## config.mk

```make
export PLATFORM = sky130hd
export DESIGN_NAME = exec_ctrl
export DESIGN_NICKNAME = d
export VERILOG_FILES = /design/src/rtl/cpu_pkg.sv /design/src/rtl/reg_file.sv /design/src/rtl/exec_ctrl.sv
export SDC_FILE = /design/constraint.sdc
export NUM_CORES = 1
export LEC_CHECK = 0
export BUFFER_PORTS_ARGS = -buffer_cell sky130_fd_sc_hd__buf_4
export CORE_ASPECT_RATIO = 1.2
export CORE_UTILIZATION = 59
export CTS_BUF_LIST = sky130_fd_sc_hd__clkbuf_16
export CTS_CLUSTER_SIZE = 28
export DETAILED_ROUTE_END_ITERATION = 10
export HOLD_SLACK_MARGIN = 0.02
export MAX_ROUTING_LAYER = met4
export PLACE_DENSITY = 0.9
export SLEW_MARGIN = 25
export SYNTH_ARGS = -nofsm -noshare
export SYNTH_HDL_FRONTEND = slang
export SYNTH_SLANG_ARGS = --single-unit
```

## constraint.sdc

```tcl
create_clock -name clk -period 2.6 [get_ports clk]
set_input_delay 0.26 -clock clk [delete_from_list [all_inputs] [get_ports clk]]
set_output_delay 0.26 -clock clk [all_outputs]
set_load 0.05 [all_outputs]
```

## src/rtl/cpu_pkg.sv

```systemverilog
// Shared opcode, state and instruction-field definitions for the exec_ctrl slice.
package cpu_pkg;

    localparam int unsigned DATA_W  = 4;
    localparam int unsigned NREG    = 4;
    localparam int unsigned REG_AW  = 2;
    localparam int unsigned INSTR_W = 8;

    typedef enum logic [1:0] {
        OP_LDI = 2'b00,
        OP_ADD = 2'b01,
        OP_SUB = 2'b10,
        OP_NOP = 2'b11
    } op_e;

    typedef enum logic [1:0] {
        ST_IDLE  = 2'b00,
        ST_FETCH = 2'b01,
        ST_EXEC  = 2'b10,
        ST_WB    = 2'b11
    } state_e;

    typedef struct packed {
        op_e               op;
        logic [REG_AW-1:0] rd;
        logic [REG_AW-1:0] rs1;
        logic [REG_AW-1:0] rs2;
    } instr_t;

    // LDI reuses the two source fields as a 4-bit immediate.
    function automatic logic [DATA_W-1:0] imm4(input instr_t i);
        return {i.rs1, i.rs2};
    endfunction

endpackage

```

## src/rtl/reg_file.sv

```systemverilog
// 4x4 register file: one write port, operand captures loaded on request, async debug read.
module reg_file
    import cpu_pkg::*;
(
    input  logic              clk,
    input  logic              rst,
    input  logic              rd_load,
    input  logic [REG_AW-1:0] rs1,
    input  logic [REG_AW-1:0] rs2,
    input  logic              we,
    input  logic [REG_AW-1:0] waddr,
    input  logic [DATA_W-1:0] wdata,
    input  logic [REG_AW-1:0] dbg_sel,
    output logic [DATA_W-1:0] rd1,
    output logic [DATA_W-1:0] rd2,
    output logic [DATA_W-1:0] dbg_data
);

    logic [DATA_W-1:0] regs_q [NREG];
    logic [DATA_W-1:0] rd1_q;
    logic [DATA_W-1:0] rd2_q;

    always_ff @(posedge clk) begin
        if (rst) begin
            regs_q <= '{default: '0};
            rd1_q  <= '0;
            rd2_q  <= '0;
        end else begin
            if (we) begin
                regs_q[waddr] <= wdata;
            end
            // Captures hold their value until the next operand fetch.
            if (rd_load) begin
                rd1_q <= regs_q[rs1];
                rd2_q <= regs_q[rs2];
            end
        end
    end

    assign rd1      = rd1_q;
    assign rd2      = rd2_q;
    assign dbg_data = regs_q[dbg_sel];

endmodule

```

## src/rtl/exec_ctrl.sv

```systemverilog
// Multi-cycle execution controller sequencing LDI/ADD/SUB/NOP through external add/sub units.
module exec_ctrl
    import cpu_pkg::*;
(
    input  logic               clk,
    input  logic               rst,
    input  logic [INSTR_W-1:0] instr,
    input  logic               instr_valid,
    output logic               instr_ready,
    output logic               add_en,
    output logic               sub_en,
    output logic [DATA_W-1:0]  rd1,
    output logic [DATA_W-1:0]  rd2,
    input  logic [DATA_W-1:0]  add_result,
    input  logic               add_overflow,
    input  logic [DATA_W-1:0]  sub_result,
    input  logic               sub_overflow,
    output logic               done,
    output logic               ovf_flag,
    input  logic               ovf_clr,
    input  logic [REG_AW-1:0]  dbg_sel,
    output logic [DATA_W-1:0]  dbg_data
);

    state_e            state_q;
    instr_t            instr_q;
    instr_t            instr_w;
    logic [DATA_W-1:0] res_q;
    logic              ovf_q;
    logic              ready_q;
    logic              add_en_q;
    logic              sub_en_q;
    logic              done_q;
    logic              ovf_flag_q;
    logic              rf_we;
    logic              rf_load;

    assign instr_w = instr_t'(instr);

    // Control FSM; all handshake and enable outputs are registered alongside the state.
    always_ff @(posedge clk) begin
        if (rst) begin
            state_q  <= ST_IDLE;
            instr_q  <= '0;
            res_q    <= '0;
            ovf_q    <= 1'b0;
            ready_q  <= 1'b1;
            add_en_q <= 1'b0;
            sub_en_q <= 1'b0;
            done_q   <= 1'b0;
        end else begin
            case (state_q)
                ST_IDLE: begin
                    if (instr_valid) begin
                        instr_q <= instr_w;
                        ready_q <= 1'b0;
                        case (instr_w.op)
                            OP_ADD, OP_SUB: begin
                                state_q <= ST_FETCH;
                            end
                            OP_LDI: begin
                                res_q   <= imm4(instr_w);
                                ovf_q   <= 1'b0;
                                done_q  <= 1'b1;
                                state_q <= ST_WB;
                            end
                            OP_NOP: begin
                                ovf_q   <= 1'b0;
                                done_q  <= 1'b1;
                                state_q <= ST_WB;
                            end
                        endcase
                    end
                end
                ST_FETCH: begin
                    add_en_q <= (instr_q.op == OP_ADD);
                    sub_en_q <= (instr_q.op == OP_SUB);
                    state_q  <= ST_EXEC;
                end
                ST_EXEC: begin
                    res_q    <= (instr_q.op == OP_ADD) ? add_result : sub_result;
                    ovf_q    <= (instr_q.op == OP_ADD) ? add_overflow : sub_overflow;
                    add_en_q <= 1'b0;
                    sub_en_q <= 1'b0;
                    done_q   <= 1'b1;
                    state_q  <= ST_WB;
                end
                ST_WB: begin
                    done_q  <= 1'b0;
                    ready_q <= 1'b1;
                    state_q <= ST_IDLE;
                end
            endcase
        end
    end

    // A write-back that overflows takes priority over a coincident clear.
    always_ff @(posedge clk) begin
        if (rst) begin
            ovf_flag_q <= 1'b0;
        end else if ((state_q == ST_WB) && ovf_q) begin
            ovf_flag_q <= 1'b1;
        end else if (ovf_clr) begin
            ovf_flag_q <= 1'b0;
        end
    end

    assign rf_we   = (state_q == ST_WB) && (instr_q.op != OP_NOP);
    assign rf_load = (state_q == ST_FETCH);

    reg_file u_reg_file (
        .clk      (clk),
        .rst      (rst),
        .rd_load  (rf_load),
        .rs1      (instr_q.rs1),
        .rs2      (instr_q.rs2),
        .we       (rf_we),
        .waddr    (instr_q.rd),
        .wdata    (res_q),
        .dbg_sel  (dbg_sel),
        .rd1      (rd1),
        .rd2      (rd2),
        .dbg_data (dbg_data)
    );

    assign instr_ready = ready_q;
    assign add_en      = add_en_q;
    assign sub_en      = sub_en_q;
    assign done        = done_q;
    assign ovf_flag    = ovf_flag_q;

endmodule

```

=== After elaboration in Yosys (flattened, before gate mapping) ===
Cells that the tools add are included.
W data, S select, Z words.

* Register bits after elaboration: 44
* Bits in latches: 0
* Bits in writable memories: 0
* ROM bits: 0
* Bits of input ports: 24
* Output and inout port bits: 17
* Logic and storage cells: 88
* Memories: 0

* Add/sub/neg operators: 0
* Multiply operators: 0
* Divide/modulo/power cells: 0
* Order comparisons: 5
* Equality and inequality tests: 12
* Shift-type cells: 0
* Muxes and demuxes: 32
* Bitwise gates (word level): 4
* Reductions and logical operators: 17

{| class="wikitable"
|+ Operators by type and width
! operator !! count
|-
| $mux W4 || 10
|-
| $bmux W4 S2 || 3
|-
| $bwmux W16 || 1
|-
| $ge A3 B3 Y1 const B || 4
|-
| $not A2 Y3 || 4
|-
| $eq A2 B2 Y1 const B || 5
|-
| $reduce_and A3 Y1 || 3
|-
| $demux W4 S2 || 1
|-
| $mux W1 || 8
|-
| $pmux W1 S2 || 4
|-
| $pmux W2 S4 || 1
|-
| $pmux W4 S2 || 1
|-
| $reduce_bool A2 Y1 || 4
|-
| $eq A2 B1 Y1 const B || 3
|-
| $ne A2 B2 Y1 const B || 3
|-
| $logic_not A2 Y1 || 2
|-
| $pmux W2 S2 || 1
|-
| $reduce_and A2 Y1 || 2
|-
| $reduce_or A2 Y1 || 2
|-
| $logic_and A1 B1 Y1 || 3
|-
| $lt A3 B1 Y1 const B || 1
|-
| $pmux W1 S3 || 1
|-
| $reduce_bool A3 Y1 || 1
|-
| $mux W2 || 1
|-
| $ne A2 B1 Y1 const B || 1
|}

=== Logic depth before layout (Yosys ltp) ===
Gate-level depths: netlist of the first run.

* Word-level depth: 6
* Mapped depth: 6
* Gate-level depth less buffers: 5

=== Hierarchy ===
Synthesis of the first run repeated with hierarchy kept, for this count alone.

* Cells, all modules: 212
* Area, all modules: 2152.1 µm²

{| class="wikitable"
|+ By module, submodules not included
! module !! times used !! cells each !! area each (µm²) !! seq. area each (µm²)
|-
| reg_file || 1 || 91 || 1164.9 || 480.5
|-
| exec_ctrl || 1 || 121 || 987.2 || 400.4
|}

=== Worst setup path after synthesis of the first run ===
Ideal clock, no wire load.

* Path type: register -> register
* From: register state_q[0]
* To: register u_reg_file.regs_q[4] (netlist bit)
* Setup time: 0.116 ns
* Arrival time: 1.465 ns
* Required time: 2.484 ns
* Setup slack: 1.020 ns
* Stages on the path, launching flop included: 6
* Path buffers: 1
* Period minus slack after synthesis: 1.580 ns
* Path through: dfxtp_1 > ha_1 > a21bo_1 > buf_6 > or3_4 > a31o_1

* Cells in the longest elaborated chain, start to end: 2

{| class="wikitable"
|+ Ends and longest elaborated chain
! item !! RTL line !! source
|-
| start: declaration || exec_ctrl.sv:25 || <nowiki>state_e state_q;</nowiki>
|-
| start signal: assignment || exec_ctrl.sv:43 || <nowiki>state_q <= ST_IDLE;</nowiki>
|-
| start signal: assignment || exec_ctrl.sv:59 || <nowiki>state_q <= ST_FETCH;</nowiki>
|-
| start signal: assignment || exec_ctrl.sv:65 || <nowiki>state_q <= ST_WB;</nowiki>
|-
| $eq A2 B2 Y1 || exec_ctrl.sv:108 || <nowiki>assign rf_we = (state_q == ST_WB) && (instr_q.op != OP_NOP);</nowiki>
|-
| $logic_and A1 B1 Y1 || exec_ctrl.sv:108 ||
|-
| end signal: indexed assignment || reg_file.sv:30 || <nowiki>regs_q[waddr] <= wdata;</nowiki>
|-
| end: declaration || reg_file.sv:19 || <nowiki>logic [DATA_W-1:0] regs_q [NREG];</nowiki>
|}

Every way passes these cells.
A chain may end at the register's enable or synchronous reset.

=== Worst setup path in the final report of the first run ===
* From: register state_q[0]
* To: register u_reg_file.regs_q[14] (netlist bit)

Same word-level chain as after synthesis.

==> results.py, run 1 <==
metrics = {
    "worst_setup_path": {
        "required_ps": 2780,
        "regToRegSetupSlack_ps": 880,
        "worst_setup_path_start_kind": "register",
        "r2r_start": "state_q[0]",
        "cp-end-kind": "register",
        "startpoint": "state_q[0]",
        "path_cells": "ha_1 > a21bo_1 > or3_4 > a31o_1",
        "arrival_ps": 1890,
        "cp_slowest_cell": "dfxtp_1",
        "cp_max_fo": 10,
        "cpPeakStageDelay_ps": 410,
        "rr_worst_depth": 4,
        "critical_path_class": "register to register",
        "r2r-end": "u_reg_file.regs_q[14]",
    },
    "logic_synthesis": {
        "ys_types": 40,
        "yosysSeqAreaShare": 0.3946,
        "syn_area_mm2": 0.002232,
        "synth.area.top_cells": "dfxtp_1 39%, mux4_2 12%, mux2i_1 8.1%, nand2_1 4.9%, ha_1 3.9%",
        "synth_edf_count": 0,
        "synthArstFlopShare": 0,
        "ys_warn_count": 0,
        "yosys_most_used_dff": "dfxtp_1",
        "synth-seq-cells": 44,
        "syn_avg_cell_area_um2": 10.10,
        "yosys.area.top_type_share": 0.3946,
        "syn_nets": 252,
        "postSynthCellCount": 221,
        "synth_top_area_cell": "dfxtp_1",
    },
    "clocking": {
        "ctsResizeCount": 0,
        "clk_latency_ps": 280,
        "clock_path_buffers": 2,
        "clkSinkCount": 44,
        "clk_pin_slew_worst_paths_ps": 60,
        "cts_made_buffers": 5,
        "cts_tree": "built",
        "htreeDepth": 2,
        "clock-root-buffer": "clkbuf_16",
        "post_cts_buffers": 0,
        "holdBufCountCts": 0,
    },
    "final_layout": {
        "final_common_cell": "dfxtp_1",
        "stdcell_area_mm2": 0.002656,
        "fin_nets": 287,
        "fillCellCount": 250,
        "final_cell_mix": "44 x dfxtp_1, 40 x buf_4, 29 x nand2_1",
        "area_growth_pct": 19.00,
        "drive_gt1_frac": 0.2529,
        "diodes": 0,
    },
    "detailed_routing": {
        "routed_via_density": 5.951,
        "firstDrtPassIters": 4,
        "final_antenna_net_count": 0,
        "drt-initial-drc-count": 56,
        "wl_per_cell_um": 16.21,
        "routed_wl_um": 5008,
        "drc": 0,
        "num_vias": 1839,
    },
    "sta": {
        "hold_viol_final": 0,
        "finClkSkew_ps": 5.123,
        "fin_crit_ps": 1716,
        "clock.fmax_mhz": 582.7,
        "rsz0062_at_grt": "no",
        "worstMarginPinSlew_ps": 517.8,
        "setup_viol_count_final": 0,
        "report.final.slew_viol_count": 0,
        "period_share": 0.6601,
        "slew_headroom": 0.6548,
        "fin_tns_setup_ps": 0,
    },
    "die": {
        "io_pins": 41,
        "initial_utilization": 0.6143,
        "die_w_um": 58.15,
        "row_count": 24,
        "coreArea_mm2": 0.003633,
        "die_area_mm2": 0.004034,
        "fp.dieH_um": 69.38,
    },
    "min_path": {
        "holdPathEnd": "instr_q[4]",
        "hold_path_startpoint": "instr[4]",
        "hold_class": "input port to register",
        "hold_path_depth": 3,
    },
    "grt": {
        "grt_pass1_vias": 1762,
        "grt_pass1_wl_um": 8176,
        "overflow": 0,
        "antenna_found_initial": 0,
        "track_usage": 0.2771,
        "grt_max_degree": 33,
    },
    "place": {
        "gp_congestion": 0.9386,
        "dpl_cell_area_mm2": 0.002520,
        "portBuffers": 40,
        "hpwl_um": 3714,
    },
    "status": {
        "status": "finished clean",
    },
    "flow_run": {
        "max-cap-violations": 0,
    },
    "pwr": {
        "p_per_area_mw_per_mm2": 789.5,
        "peakVddDrop_mv": 0.6504,
        "leakage_nw": 1.099,
    },
}
-- registers in the layout (all words and copies together), names as in the netlist --
name and cells:
u_reg_file.rd2 4, instr_ready 1, add_en 1, done 1, res_q 4, sub_en 1
u_reg_file.regs_q 16, ovf_q 1, ovf_flag 1, state_q 2, instr_q 8, u_reg_file.rd1 4
-- cell usage after synthesis (2+ instances only) --
| cell | count |
|---|---|
| ha_1 | 7 |
| nand2_1 | 29 |
| nand3_1 | 3 |
| a211oi_1 | 5 |
| a31o_1 | 8 |
| nor4_1 | 8 |
| a211o_1 | 4 |
| clkbuf_8 | 2 |
| or2b_2 | 3 |
| inv_1 | 6 |
| or3_4 | 2 |
| a21oi_1 | 12 |
| mux2i_1 | 18 |
| o22ai_1 | 4 |
| dfxtp_1 | 44 |
| and3b_1 | 4 |
| nor2_1 | 16 |
| mux4_2 | 12 |
| buf_2 | 3 |
| clkbuf_1 | 5 |
| nand2b_1 | 7 |
-- layout make-up --
cell class | instances | area [µm²] | share of cell area
Clock buffer | 5 | 125.1 | 0.04710
Clock inverter | 3 | 11.26 | 0.004239
Inverter | 7 | 26.28 | 0.009892
Multi-Input combinational cell | 158 | 1247 | 0.4696
Sequential cell | 44 | 880.8 | 0.3316
Tap cell | 52 | 65.06 | 0.02449
Timing Repair Buffer | 40 | 300.3 | 0.1130
-- power breakdown --
group,total [mW],switching [mW],internal [mW]
clock network,0.587,0.242,0.345
registers,0.844,0.0958,0.748
logic,0.666,0.394,0.272
total,2.10,0.731,1.37
-- worst max-delay path by stage --
stage | end | slack [ps] | depth (start not counted)
4_1_cts | u_reg_file.regs_q[14] | 900 | 4
3_3_place_gp | u_reg_file.regs_q[12] | 980 | 4
6_report | u_reg_file.regs_q[14] | 880 | 4
5_1_grt | done | 770 | 5
3_5_place_dp | u_reg_file.regs_q[6] | 910 | 4
2_1_floorplan | u_reg_file.regs_q[4] | 1020 | 5
-- worst max-delay path, delay by kind of cell, from the launching register on --
kind	cells	cell delay (ps)
flip-flops	1	410
AO/OA/AOI/OAI	2	560
AND/OR/NAND/NOR	1	390
adder cells (fa/ha/maj)	1	260
-- cells by family after synthesis --
family | synth area share
mux | 0.2018
simple gates | 0.1867
buf+inv | 0.04652
flops | 0.3946
fa+ha+maj | 0.03924
compound gates | 0.1312
-- stage by stage --
stage	worst slack (ps)	utilization	std cells	hold slack [ps]	power (mW)
after floorplan	1020	-	221	396.0	1.359
after global placement	977.4	0.6935	301	458.0	1.492
after detailed placement	911.4	0.6935	301	469.1	1.518
after CTS	897.9	0.7311	309	228.1	2.103
after global routing	769.9	0.7311	309	239.1	2.219
final	883.8	0.7311	309	232.0	2.097
-- metal layers --
metal  track usage  vias to the layer above  part of all wire
met1        0.3015                      865              0.38
met3       0.05597                       15             0.054
met2        0.4738                       81              0.53
met4        0.1296                        0             0.031
met5             -                        -                 0
li1              -                      878                 -
No activity file was read; power rests on OpenSTA's default activity.
==> run 2: changes to the inputs <==
ABC_AREA = 1   (was not set)
CORE_UTILIZATION = 51   (was 59)
PLACE_DENSITY = 0.82   (was 0.9)
clock period = 1.45 ns   (was 2.6 ns; I/O delays follow)
==> run 2 against run 1 <==
Effect of this change: setup slack got worse by 770 ps; synthesized area rose by 9.9%; maximum frequency increased by 28%; flip-flop and latch count did not move; sequential share of layout area decreased by 3.6 points; critical path type unchanged.
==> results.py, run 2 <==
metrics = {
    "clocking": {
        "cts_tree": "built",
        "clkSinkCount": 44,
        "clock_path_buffers": 2,
        "ctsResizeCount": 0,
        "clk_latency_ps": 280,
        "clock-root-buffer": "clkbuf_16",
        "cts_made_buffers": 5,
        "holdBufCountCts": 0,
        "clk_pin_slew_worst_paths_ps": 60,
        "htreeDepth": 2,
        "post_cts_buffers": 0,
    },
    "die": {
        "row_count": 27,
        "initial_utilization": 0.5338,
        "fp.dieH_um": 77.96,
        "coreArea_mm2": 0.004594,
        "die_area_mm2": 0.005091,
        "die_w_um": 65.30,
        "io_pins": 41,
    },
    "pwr": {
        "pwr-share-clk": 0.221,
        "seqPwrFrac": 0.320,
        "p_int_mw": 3.194,
        "comb_power_share": 0.459,
        "power_switching_mw": 2.451,
        "power.share.switching": 0.4342,
        "power.total_mw": 5.646,
        "leakage_nw": 1.523,
        "peakVddDrop_mv": 1.279,
        "p_per_area_mw_per_mm2": 1893,
    },
    "logic_synthesis": {
        "synth_top_area_cell": "dfxtp_1",
        "yosysMostFrequentCell": "nand2_1",
        "syn_nets": 400,
        "ys_warn_count": 0,
        "yosysSeqAreaShare": 0.3592,
        "synth-seq-cells": 44,
        "synth_common_cells": "74 x nand2_1, 52 x inv_1, 49 x nor2_1, 44 x dfxtp_1, 35 x nand3_1",
        "postSynthCellCount": 369,
        "syn_avg_cell_area_um2": 6.646,
        "syn_area_mm2": 0.002452,
        "ys_types": 20,
        "synth_edf_count": 0,
        "yosys.area.top_type_share": 0.3592,
        "synth.area.top_cells": "dfxtp_1 36%, nand2_1 11%, inv_1 8.0%, nor2_1 7.5%, nand3_1 7.1%",
        "yosys_most_used_dff": "dfxtp_1",
        "synthArstFlopShare": 0,
    },
    "grt": {
        "overflow": 0,
        "grt_pass1_vias": 2375,
        "grt_max_degree": 21,
        "grt_pass1_wl_um": 10380,
        "track_usage": 0.2652,
        "antenna_found_initial": 0,
    },
    "min_path": {
        "holdPathEnd": "ovf_flag",
        "hold_path_depth": 4,
        "hold_path_startpoint": "ovf_clr",
        "hold_class": "input port to register",
    },
    "worst_setup_path": {
        "cp-end-kind": "register",
        "arrival_ps": 1510,
        "rr_worst_depth": 7,
        "critical_path_class": "register to register",
        "r2r-end": "state_q[0]",
        "required_ps": 1620,
        "cp_max_fo": 5,
        "regToRegSetupSlack_ps": 110,
        "r2r_start": "state_q[0]",
        "worst_setup_path_start_kind": "register",
    },
    "sta": {
        "finClkSkew_ps": 6.107,
        "period_share": 0.9240,
        "worstMarginPinSlew_ps": 491.7,
        "hold_viol_final": 0,
        "slew_headroom": 0.6718,
        "rsz0062_at_grt": "no",
        "fin_crit_ps": 1340,
        "setup_viol_count_final": 0,
        "fin_tns_setup_ps": 0,
        "report.final.slew_viol_count": 0,
        "clock.fmax_mhz": 746.4,
    },
    "place": {
        "gp_congestion": 0.8600,
        "portBuffers": 40,
        "hpwl_um": 4300,
    },
    "flow_run": {
        "max-cap-violations": 0,
    },
    "detailed_routing": {
        "drt-initial-drc-count": 214,
        "wl_per_cell_um": 12.31,
        "num_vias": 2481,
        "final_antenna_net_count": 0,
        "firstDrtPassIters": 4,
        "routed_via_density": 5.313,
        "routed_wl_um": 5751,
        "drc": 0,
    },
    "final_layout": {
        "multi_input_area_mm2": 0.001301,
        "fillCellCount": 435,
        "diodes": 0,
        "final-seq-area_um2": 882.1,
        "top_regs": "u_reg_file.regs_q x16, instr_q x8",
        "drive_gt1_frac": 0.1663,
        "regMostFlops": "u_reg_file.regs_q",
        "largest_register_ff_count": 16,
        "area_growth_pct": 21.63,
        "fin_nets": 439,
        "final_common_cell": "nand2_1",
        "final_cell_mix": "72 x nand2_1, 52 x inv_1, 47 x nor2_1",
    },
    "status": {
        "status": "finished clean",
    },
}
## run 2: cell count changes in the layout (fill, tap and decap cells not counted), sizes merged, moves of 12 or more
| cell | previous run | this run |
|---|---|---|
| nand2 | 29 | 76 |
| inv | 9 | 55 |
| nor2 | 16 | 53 |
| o21ai | 1 | 34 |
| nand3 | 3 | 35 |
| mux2i | 18 | 0 |
| nor3 | 1 | 16 |
| a21oi | 12 | 24 |
| mux4 | 12 | 0 |
## run 2: worst max-delay path, stage by stage (launching register included)
cell	delay, ps
dfxtp_2	340
inv_1	110
ha_2	240
inv_1	80
nor2_2	160
inv_1	80
o21ai_0	150
a21oi_1	60
## run 2: worst max-delay path by stage
stage                  endpoint  cells after the start  startpoint  slack (ps)
CTS                    res_q[0]                      7  state_q[0]           1
detailed placement     res_q[2]                      6  state_q[0]          30
finish               state_q[0]                      7  state_q[0]         110
floorplan           dbg_data[0]                      4  dbg_sel[0]          30
global placement       res_q[1]                      6  state_q[0]         110
global route         state_q[0]                      7  state_q[0]           9
## run 2: logic make-up (layout without fill, tap and decap cells)
family	after synthesis	count (layout)	share of synthesized area
adders and majority gates	7	7	0.03571
buffers and inverters	69	109	0.1209
DFF	44	44	0.3592
AOI/OAI and AO/OA	62	62	0.1286
and+or+nand+nor	187	187	0.3556
## run 2: cell type report
cell class | instances | area share
flip-flops and latches | 44 | 0.2957
clock inverters | 3 | 0.01258
multi-input cells | 256 | 0.4362
clock buffers | 5 | 0.04195
inverters | 55 | 0.06921
well taps | 58 | 0.02433
repair buffers | 46 | 0.1200
## run 2: power by group through the flow
stage / clock network (mW) / logic (mW) / registers, mW
finish: 1.25 / 2.59 / 1.81
global route: 1.32 / 2.94 / 1.85
CTS: 1.27 / 2.53 / 1.80
detailed placement: 0 / 2.51 / 1.82
global placement: 0 / 2.45 / 1.81
floorplan: 0 / 1.57 / 2.15
## run 2: per-layer routing
layer  global-route usage  share of wire
met5                    -              0
met3              0.03235          0.043
met1               0.3107           0.42
met4               0.1043          0.024
met2               0.4536           0.51
## run 2: per-stage QoR
step,std cells,worst slack [ps],hold slack (ps),area [µm²],util
2_1_floorplan,369,26.36,287.7,2452,-
3_3_place_gp,459,112.6,396.8,2793,0.6078
3_5_place_dp,459,32.10,409.3,2793,0.6078
4_1_cts,467,1.370,107.1,2955,0.6432
5_1_grt,467,9.144,136.9,2983,0.6492
6_report,467,110.3,115.5,2983,0.6492
==> run 3: changes to the inputs <==
CORE_UTILIZATION = 40   (was 51)
PLACE_DENSITY = 0.68   (was 0.82)
==> run 3 against run 2 <==
Effect of this change: maximum frequency is 1.4% higher; count of clock-buffer cells in the layout stayed put; clock power is 14% higher; routed wire length hardly changed; combinational power hardly changed; critical path depth is 4 lower; sequential power hardly changed; via count is 3.5% lower; register-to-register slack better by 60 ps; sequential share of layout area is 0.55 points lower; clock skew is 2.8 ps lower; critical endpoint is now dbg_data[3]; largest cell class unchanged.
==> results.py, run 3 (synthesis results as in run 2) <==
metrics = {
    "status": {
        "status": "finished clean",
    },
    "grt": {
        "track_usage": 0.2038,
        "antenna_found_initial": 0,
        "overflow": 0,
        "grt_pass1_wl_um": 9860,
        "grt_max_degree": 21,
        "grt_pass1_vias": 2273,
    },
    "final_layout": {
        "multi_input_area_mm2": 0.001299,
        "post-route-util": 0.5266,
        "final_common_cell": "nand2_1",
        "fin_cells": 488,
        "drive_gt1_frac": 0.1691,
        "diodes": 0,
        "fin_nets": 439,
        "area_growth_pct": 24.13,
        "final-seq-area_um2": 883.3,
        "stdcell_area_mm2": 0.003044,
        "final_cell_mix": "73 x nand2_1, 52 x inv_1, 47 x nor2_1",
        "top_regs": "u_reg_file.regs_q x16, instr_q x8",
        "regMostFlops": "u_reg_file.regs_q",
        "fillCellCount": 605,
        "largest_register_ff_count": 16,
    },
    "clocking": {
        "htreeDepth": 2,
        "cts_made_buffers": 5,
        "clkSinkCount": 44,
        "cts_tree": "built",
        "clock-root-buffer": "clkbuf_16",
        "clock_path_buffers": 2,
        "post_cts_buffers": 0,
        "clk_latency_ps": 290,
        "clk_pin_slew_worst_paths_ps": 60,
    },
    "die": {
        "fp.dieH_um": 87.77,
        "die_w_um": 73.48,
        "coreArea_mm2": 0.005781,
        "io_pins": 41,
        "initial_utilization": 0.4242,
        "row_count": 30,
        "die_area_mm2": 0.006449,
    },
    "sta": {
        "hold_viol_final": 0,
        "finClkSkew_ps": 3.336,
        "rsz0062_at_grt": "no",
        "hold_slack_ps": 107.1,
        "setup_viol_count_final": 0,
        "fin_tns_setup_ps": 0,
        "period_share": 0.9109,
        "report.final.slew_viol_count": 0,
        "slew_headroom": 0.6619,
        "worstMarginPinSlew_ps": 506.7,
        "fin_crit_ps": 1321,
        "clock.fmax_mhz": 757.1,
    },
    "pwr": {
        "pwr-share-clk": 0.246,
        "peakVddDrop_mv": 0.8324,
        "comb_power_share": 0.444,
        "power_switching_mw": 2.430,
        "seqPwrFrac": 0.310,
        "power.share.switching": 0.4180,
        "leakage_nw": 1.539,
        "p_per_area_mw_per_mm2": 1910,
        "p_int_mw": 3.383,
    },
    "worst_setup_path": {
        "arrival_ps": 1180,
        "critPathBufInv": 1,
        "cp_top_family": "flip-flops",
        "cpPeakStageDelay_ps": 360,
        "regToRegSetupSlack_ps": 170,
        "critical_path_class": "register to primary output",
        "cp_max_fo": 3,
        "r2r-end": "add_en",
        "critPathCapture": "dbg_data[3]",
        "cp.depth": 3,
        "rr_worst_depth": 6,
        "startpoint": "u_reg_file.regs_q[7]",
        "required_ps": 1310,
        "r2r_start": "state_q[0]",
        "worst_setup_path_start_kind": "register",
        "path_cells": "o21ai_0 > o22ai_1 > buf_4",
        "cp_slowest_cell": "dfxtp_1",
        "cp-end-kind": "primary output",
    },
    "detailed_routing": {
        "wl_per_cell_um": 11.79,
        "firstDrtPassIters": 4,
        "drt-initial-drc-count": 164,
        "num_vias": 2395,
        "final_antenna_net_count": 0,
        "drc": 0,
        "routed_via_density": 4.908,
        "routed_wl_um": 5752,
    },
    "place": {
        "hpwl_um": 4393,
        "portBuffers": 40,
        "gp_congestion": 0.8429,
        "dp_cells": 481,
        "dpl_cell_area_mm2": 0.002833,
    },
    "flow_run": {
        "max-cap-violations": 0,
    },
    "min_path": {
        "hold_class": "input port to register",
        "hold_path_startpoint": "ovf_clr",
    },
}
-- run 3: metrics by stage --
stage / setup WS, ps / power, mW
after detailed placement: 51.81 / 4.353
after global placement: 105.5 / 4.303
after CTS: 22.95 / 5.799
final: 129.1 / 5.814
after floorplan: 26.36 / 3.726
after global routing: 30.89 / 6.240
-- run 3: what timing repair did --
item	CTS	global route
resized for setup	0	8
hold buffers	0	0
setup endpoints to repair	0	17
-- run 3: area by class of cell --
| cell class | count | share of cell area |
|---|---|---|
| Inverter | 55 | 0.06782 |
| Clock buffer | 5 | 0.04110 |
| Clock inverter | 2 | 0.01973 |
| Timing Repair Buffer | 46 | 0.1217 |
| Tap cell | 80 | 0.03288 |
| Sequential cell | 44 | 0.2902 |
| Multi-Input combinational cell | 256 | 0.4266 |
-- run 3: layer usage --
layer	up-vias	track usage	share of wire
li1	1251	-	-
met1	1068	0.2356	0.45
met2	63	0.3445	0.48
met3	13	0.03337	0.049
met4	0	0.08916	0.022
met5	-	-	0
-- run 3: worst min path at each step --
stage	to	slack, ps	cells after the start
2_1_floorplan	instr_ready	290	2
3_3_place_gp	ovf_flag	400	4
3_5_place_dp	ovf_flag	400	4
4_1_cts	ovf_flag	100	4
5_1_grt	ovf_flag	110	4
6_report	ovf_flag	110	4
-- run 3: power groups by stage --
| stage | Clock, mW | Combinational, mW | Sequential, mW |
|---|---|---|---|
| after floorplan | 0 | 1.57 | 2.15 |
| after global placement | 0 | 2.49 | 1.82 |
| after detailed placement | 0 | 2.53 | 1.82 |
| after CTS | 1.46 | 2.55 | 1.80 |
| after global routing | 1.50 | 2.89 | 1.85 |
| final | 1.43 | 2.58 | 1.80 |
-- run 3: worst min-delay path, stage by stage --
cell     delay, ps
buf_4           80
inv_1           30
nand2_1         40
a21oi_1         50
